**src/rtl/cpu_pkg.sv**
```systemverilog
// cpu_pkg: shared CPU-wide definitions for the fetch front end.
//   XLEN          - datapath width.
//   NOP_INST      - instruction word driven when nothing is presented (bubble).
//   fetch_state_t - fetch request FSM states.
//   fetch_entry_t - one buffered fetch result {pc, inst}.
//   next_word()   - sequential word address (wraps mod 2^XLEN).
package cpu_pkg;

  localparam int XLEN = 32;
  localparam logic [XLEN-1:0] NOP_INST = 32'h0000_0000;

  typedef enum logic {
    REQ  = 1'b0,
    WAIT = 1'b1
  } fetch_state_t;

  typedef struct packed {
    logic [XLEN-1:0] pc;
    logic [XLEN-1:0] inst;
  } fetch_entry_t;

  function automatic logic [XLEN-1:0] next_word(input logic [XLEN-1:0] addr);
    return addr + 32'd4;
  endfunction

endpackage

```
**src/rtl/fetch_buf.sv**
```systemverilog
// fetch_buf: 2-entry synchronous FIFO holding fetched {pc, inst} pairs.
// Ports:
//   i_clk, i_rst_n - clock, asynchronous active-low reset.
//   i_push, i_data - write one entry (ignored when full and not popping).
//   i_pop          - drop the head entry (ignored when empty).
//   i_flush        - empty the FIFO; wins over push and pop.
//   o_count        - number of valid entries, 0..2.
//   o_head         - oldest entry (don't-care when o_count == 0).
module fetch_buf
  import cpu_pkg::*;
(
  input  logic         i_clk,
  input  logic         i_rst_n,
  input  logic         i_push,
  input  fetch_entry_t i_data,
  input  logic         i_pop,
  input  logic         i_flush,
  output logic [1:0]   o_count,
  output fetch_entry_t o_head
);

  fetch_entry_t r_mem [2];
  logic         r_wr_ptr;
  logic         r_rd_ptr;
  logic [1:0]   r_count;

  logic w_do_pop;
  logic w_do_push;

  // Qualify push/pop against occupancy so the pointers can never run past each other.
  always_comb begin
    w_do_pop  = i_pop & (r_count != 2'd0);
    w_do_push = i_push & ((r_count != 2'd2) | w_do_pop);
  end

  // FIFO storage, pointers and occupancy.
  always_ff @(posedge i_clk or negedge i_rst_n) begin
    if (!i_rst_n) begin
      r_wr_ptr <= 1'b0;
      r_rd_ptr <= 1'b0;
      r_count  <= 2'd0;
      for (int i = 0; i < 2; i++) begin
        r_mem[i] <= '0;
      end
    end else if (i_flush) begin
      r_wr_ptr <= 1'b0;
      r_rd_ptr <= 1'b0;
      r_count  <= 2'd0;
    end else begin
      if (w_do_push) begin
        r_mem[r_wr_ptr] <= i_data;
        r_wr_ptr        <= ~r_wr_ptr;
      end
      if (w_do_pop) begin
        r_rd_ptr <= ~r_rd_ptr;
      end
      case ({w_do_push, w_do_pop})
        2'b10:   r_count <= r_count + 2'd1;
        2'b01:   r_count <= r_count - 2'd1;
        default: r_count <= r_count;
      endcase
    end
  end

  assign o_count = r_count;
  assign o_head  = r_mem[r_rd_ptr];

endmodule

```
**src/rtl/if_fetch.sv**
```systemverilog
// if_fetch: instruction-fetch front end. Owns the fetch PC, issues one
// outstanding imem read at a time, buffers returns in a 2-entry FIFO and
// presents {pc, inst} to IF/ID (zero instruction when nothing is buffered).
// Ports:
//   clk_i, rst_i             - clock, asynchronous active-low reset.
//   stall_i                  - hold the presented entry this cycle.
//   redirect_i, redirect_pc_i- flush and restart fetch at redirect_pc_i.
//   imem_req_o, imem_addr_o  - read request / address (address = fetch PC).
//   imem_ack_i               - request accepted.
//   imem_rvalid_i, imem_rdata_i - read return.
//   pc_o, pc4_o, inst_o, valid_o - presented instruction.
module if_fetch
  import cpu_pkg::*;
#(
  parameter logic [31:0] RESET_PC = 32'h0000_0000
) (
  input  logic        clk_i,
  input  logic        rst_i,
  input  logic        stall_i,
  input  logic        redirect_i,
  input  logic [31:0] redirect_pc_i,
  output logic        imem_req_o,
  output logic [31:0] imem_addr_o,
  input  logic        imem_ack_i,
  input  logic        imem_rvalid_i,
  input  logic [31:0] imem_rdata_i,
  output logic [31:0] pc_o,
  output logic [31:0] pc4_o,
  output logic [31:0] inst_o,
  output logic        valid_o
);

  fetch_state_t r_state;
  fetch_state_t w_state_nxt;
  logic [31:0]  r_fetch_pc;
  logic [31:0]  w_fetch_pc_nxt;
  logic         r_kill;
  logic         w_kill_nxt;

  logic [1:0]   w_count;
  fetch_entry_t w_head;
  fetch_entry_t w_push_data;
  logic         w_req;
  logic         w_valid;
  logic         w_push;
  logic         w_pop;
  logic         w_return;
  logic [31:0]  w_pc;

  // Request, presentation and FIFO control, all decoded from registered state
  // (plus stall/redirect for the FIFO only, never for an output).
  always_comb begin
    w_req       = (r_state == REQ) & (w_count < 2'd2);
    w_valid     = (w_count != 2'd0);
    w_return    = (r_state == WAIT) & imem_rvalid_i;
    w_push      = w_return & ~r_kill & ~redirect_i;
    w_pop       = w_valid & ~stall_i & ~redirect_i;
    w_push_data = '{pc: r_fetch_pc, inst: imem_rdata_i};
  end

  // Next-state logic for the request FSM, fetch PC and kill flag.
  always_comb begin
    w_state_nxt = r_state;
    case (r_state)
      REQ: begin
        if (w_req && imem_ack_i) begin
          w_state_nxt = WAIT;
        end else begin
          w_state_nxt = REQ;
        end
      end
      WAIT: begin
        if (imem_rvalid_i) begin
          w_state_nxt = REQ;
        end else begin
          w_state_nxt = WAIT;
        end
      end
      default: w_state_nxt = REQ;
    endcase

    if (redirect_i) begin
      w_fetch_pc_nxt = redirect_pc_i;
    end else if (w_push) begin
      w_fetch_pc_nxt = next_word(r_fetch_pc);
    end else begin
      w_fetch_pc_nxt = r_fetch_pc;
    end

    // A redirect that leaves a read in flight (including one acked this very
    // cycle) must discard that read's return; any return clears the flag.
    w_kill_nxt = (redirect_i & (w_state_nxt == WAIT)) | (r_kill & ~w_return);
  end

  // State registers.
  always_ff @(posedge clk_i or negedge rst_i) begin
    if (!rst_i) begin
      r_state    <= REQ;
      r_fetch_pc <= RESET_PC;
      r_kill     <= 1'b0;
    end else begin
      r_state    <= w_state_nxt;
      r_fetch_pc <= w_fetch_pc_nxt;
      r_kill     <= w_kill_nxt;
    end
  end

  fetch_buf u_fetch_buf (
    .i_clk   (clk_i),
    .i_rst_n (rst_i),
    .i_push  (w_push),
    .i_data  (w_push_data),
    .i_pop   (w_pop),
    .i_flush (redirect_i),
    .o_count (w_count),
    .o_head  (w_head)
  );

  // Output muxing: an empty FIFO presents pc 0 and a NOP bubble.
  always_comb begin
    if (w_valid) begin
      w_pc   = w_head.pc;
      inst_o = w_head.inst;
    end else begin
      w_pc   = 32'h0000_0000;
      inst_o = NOP_INST;
    end
  end

  assign imem_req_o  = w_req;
  assign imem_addr_o = r_fetch_pc;
  assign valid_o     = w_valid;
  assign pc_o        = w_pc;
  assign pc4_o       = next_word(w_pc);

endmodule

```
**config.mk**
```make
export PLATFORM = sky130hd
export DESIGN_NAME = if_fetch
export DESIGN_NICKNAME = d
export VERILOG_FILES = /design/src/rtl/cpu_pkg.sv /design/src/rtl/fetch_buf.sv /design/src/rtl/if_fetch.sv
export SDC_FILE = /design/constraint.sdc
export NUM_CORES = 1
export LEC_CHECK = 0
export BUFFER_PORTS_ARGS = -buffer_cell sky130_fd_sc_hd__buf_2
export CAP_MARGIN = 40
export CELL_PAD_IN_SITES_DETAIL_PLACEMENT = 1
export CELL_PAD_IN_SITES_GLOBAL_PLACEMENT = 1
export CORE_MARGIN = 4
export CORE_UTILIZATION = 38
export CTS_CLUSTER_SIZE = 40
export DETAILED_ROUTE_END_ITERATION = 12
export HOLD_SLACK_MARGIN = 0.06
export PLACE_DENSITY = 0.8
export SLEW_MARGIN = 20
export SYNTH_ARGS = -nofsm -noshare
export SYNTH_HDL_FRONTEND = slang
export SYNTH_SLANG_ARGS = --single-unit
```
**constraint.sdc**
```tcl
create_clock -name clk_i -period 2.4 [get_ports clk_i]
set_input_delay 0.12 -clock clk_i [delete_from_list [all_inputs] [get_ports clk_i]]
set_output_delay 0.12 -clock clk_i [all_outputs]
set_load 0.1 [all_outputs]
```
Word-level counts from Yosys, hierarchy flattened
Cells that the tools add are included.
{"block": "word_totals", "ff_bits": 166, "output_inout_bits": 130}
{"block": "op_classes", "add_sub_neg": 4, "n_lt_le_gt_ge": 4, "n_eq_ne": 3, "n_mux": 19, "bitwise_logic": 21, "n_reduce_logical": 8}
{"op": "2-to-1 mux 64 bit", "n": 4}
{"op": "bitwise mux 128 bit", "n": 1}
{"op": "2-to-1 mux 32 bit", "n": 4}
{"op": "adder 32 x 3 -> 32 bit, second input constant", "n": 2}
{"op": "demux 64 bit (select 1 bit)", "n": 1}
{"op": "AND 1 bit", "n": 10}
{"op": "nonzero test 2 bit", "n": 4}
{"op": "inverter 1 bit", "n": 7}
{"op": "2-to-1 mux 1 bit", "n": 6}
{"op": "greater-or-equal comparator 2 bit, second input constant", "n": 2}
{"op": "inverter 1 -> 2 bit", "n": 2}
{"op": "case mux 2 bit (2 select lines)", "n": 1}
{"op": "nonzero test 3 bit", "n": 1}
{"op": "adder 2 x 1 -> 2 bit, second input constant", "n": 1}
{"op": "== test 2 x 1 -> 1 bit, second input constant", "n": 1}
{"op": "== test 2 bit, second input constant", "n": 1}
{"op": "logical AND 1 bit", "n": 2}
{"op": "less-than comparator 2 x 1 -> 1 bit, second input constant", "n": 1}
{"op": "less-than comparator 2 bit, second input constant", "n": 1}
{"op": "2-to-1 mux 2 bit", "n": 1}
{"op": "inequality test 2 bit, second input constant", "n": 1}
{"op": "bitwise OR 1 bit", "n": 2}
{"op": "case mux 1 bit (2 select lines)", "n": 1}
{"op": "AND reduction 2 bit", "n": 1}
{"op": "subtractor 2 x 1 -> 2 bit, second input constant", "n": 1}

Depth between registers and ports, before layout
{"block": "depth", "depth_word": 9, "depth_mapped": 12, "depth_no_buf": 9}

Modules after synthesis
From an unflattened synthesis, not the netlist that was laid out.
{"block": "unflattened", "cells_unflattened": 758, "area_unflattened_um2": 8946.1}
{"mod": "fetch_buf", "instances": 1, "cells_each": 365, "area_per_inst_um2": 5913.2}
{"mod": "if_fetch", "instances": 1, "cells_each": 393, "area_per_inst_um2": 3032.9}

Worst setup path before layout
Ideal clock, no wire load.
{"block": "synth_timing", "kind": "reg-to-output", "startpoint": "register u_fetch_buf.r_count[0], in the netlist u_fetch_buf.o_count[0]", "endpoint": "output port pc4_o[24]", "arrival_ps": 5267, "setup_slack_ps": -2987, "stages_incl_launch_ff": 13, "cell_sequence": "dfrtp_1 > nor2_2 > buf_6 > buf_2 > buf_2 > buf_1 > nor2_1 > ha_1 > nand2_1 > o22ai_1 > nand4_4 > nor4_2 > xor2_1"}
{"block": "synth_via", "elab_chain_cells": 3}
{"item": "start: declaration", "line_no": "fetch_buf.sv:25", "rtl": "logic [1:0] r_count;"}
{"item": "start signal: assignment", "line_no": "fetch_buf.sv:58", "rtl": "2'b10: r_count <= r_count + 2'd1;"}
{"item": "start signal: assignment", "line_no": "fetch_buf.sv:59", "rtl": "2'b01: r_count <= r_count - 2'd1;"}
{"item": "start signal: assignment", "line_no": "fetch_buf.sv:60", "rtl": "default: r_count <= r_count;"}
{"item": "nonzero test 2 bit", "line_no": "if_fetch.sv:54", "rtl": "w_valid = (w_count != 2'd0);"}
{"item": "2-to-1 mux 32 bit", "line_no": "if_fetch.sv:121", "rtl": "if (w_valid) begin"}
{"item": "named net pc_o[3]", "line_no": "if_fetch.sv:27", "rtl": "output logic [31:0] pc_o,"}
{"item": "adder 32 x 3 -> 32 bit", "line_no": "cpu_pkg.sv:23", "rtl": "return addr + 32'd4;"}
{"item": "end: declaration", "line_no": "if_fetch.sv:28", "rtl": "output logic [31:0] pc4_o,"}
The timed path passes the listed nets, and every way through them passes these cells.

Final worst setup path
{"block": "layout_timing", "startpoint": "register u_fetch_buf.r_rd_ptr", "endpoint": "output port pc4_o[28]"}
{"block": "layout_via", "elab_chain_cells": 6}
{"item": "start: declaration", "line_no": "fetch_buf.sv:24", "rtl": "logic r_rd_ptr;"}
{"item": "start signal: assignment", "line_no": "fetch_buf.sv:55", "rtl": "r_rd_ptr <= ~r_rd_ptr;"}
{"item": "inverter 1 -> 2 bit (implied by the code)", "line_no": "fetch_buf.sv:66", "rtl": "assign o_head = r_mem[r_rd_ptr];"}
{"item": "2-to-1 mux 64 bit (implied by the code) (3 in a row)", "line_no": "fetch_buf.sv:66"}
{"item": "2-to-1 mux 32 bit", "line_no": "if_fetch.sv:121"}
{"item": "adder 32 x 3 -> 32 bit", "line_no": "cpu_pkg.sv:23"}
No other way between the ends. The select of a mux whose other input is x is not followed.

==> metrics.txt <==
Rel. slew slack 58.53%; Seq/Total Area, Yosys 48.39%; Post-synth top cells dfrtp_1, mux2_2, nor2_1, mux2i_1, nand2_1; Initial Utilization about two fifths; Crit path arrival time 2.85 ns; ys async rst share 100.0%; main combinational cell family by area after synthesis multiplexers; 1st-pass router iterations 4; Synth cell types 46; CTS tree yes; die area between 0.02 and 0.03 mm2; Total Routing Usage GR about a quarter; # H-tree levels 4; Req. time, crit path roughly 2.3 ns; Die Height between 150 and 200 um; placed cells between 1,000 and 1,500; layout cells sized above 1 a little over half; post-synthesis average cell area ~12 um2; Post-DRT Antenna Nets 0; Worst-Margin Slew between 0.6 and 0.7 ns; Top Metal Used met5; Root Driver clkbuf_16; maxcap violations 0; Clock Sinks 166; Tcrit/Tclk final 123.9%; Post-synth EDFFs 0; first-pass GRT wire length around 46 mm; critical path capture point type output pin; Synth Area in Compound Gates under 10%; Overall Power ~11 mW; Mapped Cells ~750; power per cell area around 830 mW/mm2; Post-Synth XOR/XNOR Area 5.918%; Yosys reg bits between 150 and 200; non-filler cells in the finished layout approximately 1,400; fill cell count approximately 2,200; Met1 Wirelength 11.76 mm; Ys Warns 0; CTS Buffer Depth 2; Remaining DRCs 0; worst skew pair latency between 0.4 and 0.5 ns; outcome finished, violations left; Crit Path Max Fanout 5; R2R depth 6; CP Launch Type flip-flop; Clock Skew about 0.008 ns; routed wire length 29.90 mm; Chip Width approximately 160 um; routability congestion estimate 0.7929; HPWL after detailed placement approximately 18 mm; Site Rows 54; final count of negative-setup-slack endpoints 25; RSZ-0062 raised after global routing true; hold path depth 3; met2 WL approximately 16 mm; Via density about 5.3; gr ovfl total 0; achievable clock frequency ~340 MHz; DRT iter0 DRCs roughly 330; failing checks setup timing; Synth Flop Type dfrtp_1; post-synthesis mux area share between 20% and 30%; Crit-path slowest cell dfrtp_4; clock-pin slew on the worst setup and hold paths about 0.070 ns; VDD IR max about 0.46 mV; count leader, synth dfrtp_1; Final Hold Vio Count 0; crit path time final 2.973 ns; Leak approximately 6.0 nW; vias in the first global route approximately 8,100; largest net degree at the start of global routing 63; core area approximately 0.022 mm2; CTS buffer count 17; Mapped Area about 0.0086 mm2; Area Growth Syn to Fin 56.92%; Post-Synth Simple-Gate Area between 10% and 20%; crit-path max cell delay roughly 0.53 ns; CP Class flip-flop to output pin; Synth Area in Adders less than 1%; post-synth top area cell dfrtp_1; IO Count 200; Hold Path Class input port to flip-flop; PortBufs ~200; Setup WS post-layout -0.5726 ns; drt wl/cell approximately 22 um; Detail Route met3 WL around 1.4 mm; Synthesized Nets ~820; Slew Limit Fails 0; Critical Path, Cell by Cell mux2_2 > and2_4 > ha_4 > nand2_2 > o22ai_4 > nand4_4 > nor4_4 > xor2_2 > buf_12; antenna violations before repair 2; final net count around 1,100; via count 7,248; most area-consuming cells after synthesis dfrtp_1, mux2_2, mux2i_1, xor2_1, nor2_1; area share of the largest cell type after synthesis between 40% and 50%
-- worst max-delay path, delay by kind of cell, from the launching register on --
kind	cells	cell delay [ns]
compound gates	1	0.21
simple gates	4	0.84
xor+xnor	1	0.23
fa+ha+maj	1	0.15
mux	1	0.26
buf+inv	1	0.20
flops	1	0.53
-- flip-flops by register name (all words and copies together), names as in the netlist --
register              flops
u_fetch_buf.r_mem       128
imem_addr_o              32
u_fetch_buf.o_count       2
r_kill                    1
r_state                   1
u_fetch_buf.r_rd_ptr      1
u_fetch_buf.r_wr_ptr      1
-- through the flow --
stage	hold WS (ns)	setup WS [ns]	util, %	instance area, um2	setup TNS (ns)
after floorplan	-0.1756	-1.792	-	9109	-37.48
after global placement	0.1208	-0.01437	51.77	11400	-0.01437
after detailed placement	0.1216	-0.1883	51.77	11400	-0.9412
after CTS	0.06769	-0.5261	59.86	13190	-9.441
after global routing	0.1067	-0.7466	61.16	13470	-12.74
final	0.09649	-0.5726	61.16	13470	-9.845
-- logic make-up after synthesis --
logic type	Yosys count
compound gates	48
fa+ha+maj	2
buf+inv	51
simple gates	224
mux	197
xor+xnor	58
flops	166
-- metal layers --
| layer | GRT usage [%] | up-vias |
|---|---|---|
| met1 | 28.08 | 3706 |
| met5 | 0 | - |
| met2 | 42.68 | 215 |
| met3 | 4.539 | 62 |
| met4 | 8.895 | 2 |
| li1 | - | 3263 |
-- report_power, final --
| group | switching, mW | internal [mW] | total (mW) |
|---|---|---|---|
| clock network | 1.20 | 1.68 | 2.87 |
| registers | 0.688 | 3.62 | 4.31 |
| logic | 2.44 | 1.50 | 3.94 |
-- area by class of cell --
| cell class | count | area, um2 | share of cell area, % |
|---|---|---|---|
| multi-input cells | 531 | 5097 | 37.84 |
| inverters | 7 | 30.03 | 0.2229 |
| diodes | 1 | 2.502 | 0.01858 |
| clock inverters | 13 | 172.7 | 1.282 |
| clock buffers | 18 | 439.2 | 3.260 |
| flip-flops and latches | 166 | 4173 | 30.98 |
| well taps | 280 | 350.3 | 2.601 |
| repair buffers | 346 | 3206 | 23.80 |
-- cells in the final DEF, fill, tap and decap left out, types with 4 or more instances in the layout --
cell type	synthesis	routed
buf_6	3	11
xor2_1	36	19
nand3_1	22	19
mux2i_1	63	55
nand3_2	2	4
clkbuf_4	0	16
clkinvlp_4	0	4
nor2_4	0	27
mux2_2	128	128
nand4_1	14	14
dfrtp_2	0	12
and3_1	8	7
inv_1	7	6
nor4_4	0	7
mux2i_2	0	6
dfrtp_1	166	153
dlygate4sd3_1	0	70
buf_2	21	133
clkbuf_16	0	18
buf_4	5	58
nor3_1	14	7
o21ai_0	27	27
nand2_1	54	48
xnor2_1	22	13
xor2_2	0	11
nand4_4	2	5
xor2_4	0	6
a211oi_2	1	5
buf_12	0	56
xnor2_4	0	6
mux2_1	6	6
nand2_2	0	4
nand3b_1	9	9
o21ai_1	5	5
nor3_4	2	6
nor2_2	2	16
nor2_1	71	30
-- timing repair --
action,in CTS,in global routing
endpoints found under the hold margin,150,0
setup buffers,17,11
cloned,2,0
pin swaps,17,17
gates resized for setup,54,41
setup endpoints to repair,62,54
hold buffers,70,0
-- worst paths after layout --
check | endpoint | start | slack, ns
hold reg to reg | u_fetch_buf.r_mem[97] | u_fetch_buf.r_mem[97] | 0.49
min in group asynchronous | u_fetch_buf.r_mem[91] | rst_i | 0.22
setup reg to reg | imem_addr_o[24] | imem_addr_o[2] | 0.18
hold / removal | u_fetch_buf.o_count[1] | stall_i | 0.1
setup / recovery | pc4_o[28] | u_fetch_buf.r_rd_ptr | -0.57
max in group asynchronous | u_fetch_buf.r_rd_ptr | rst_i | 1.44
(Power assumes the default switching activity.)
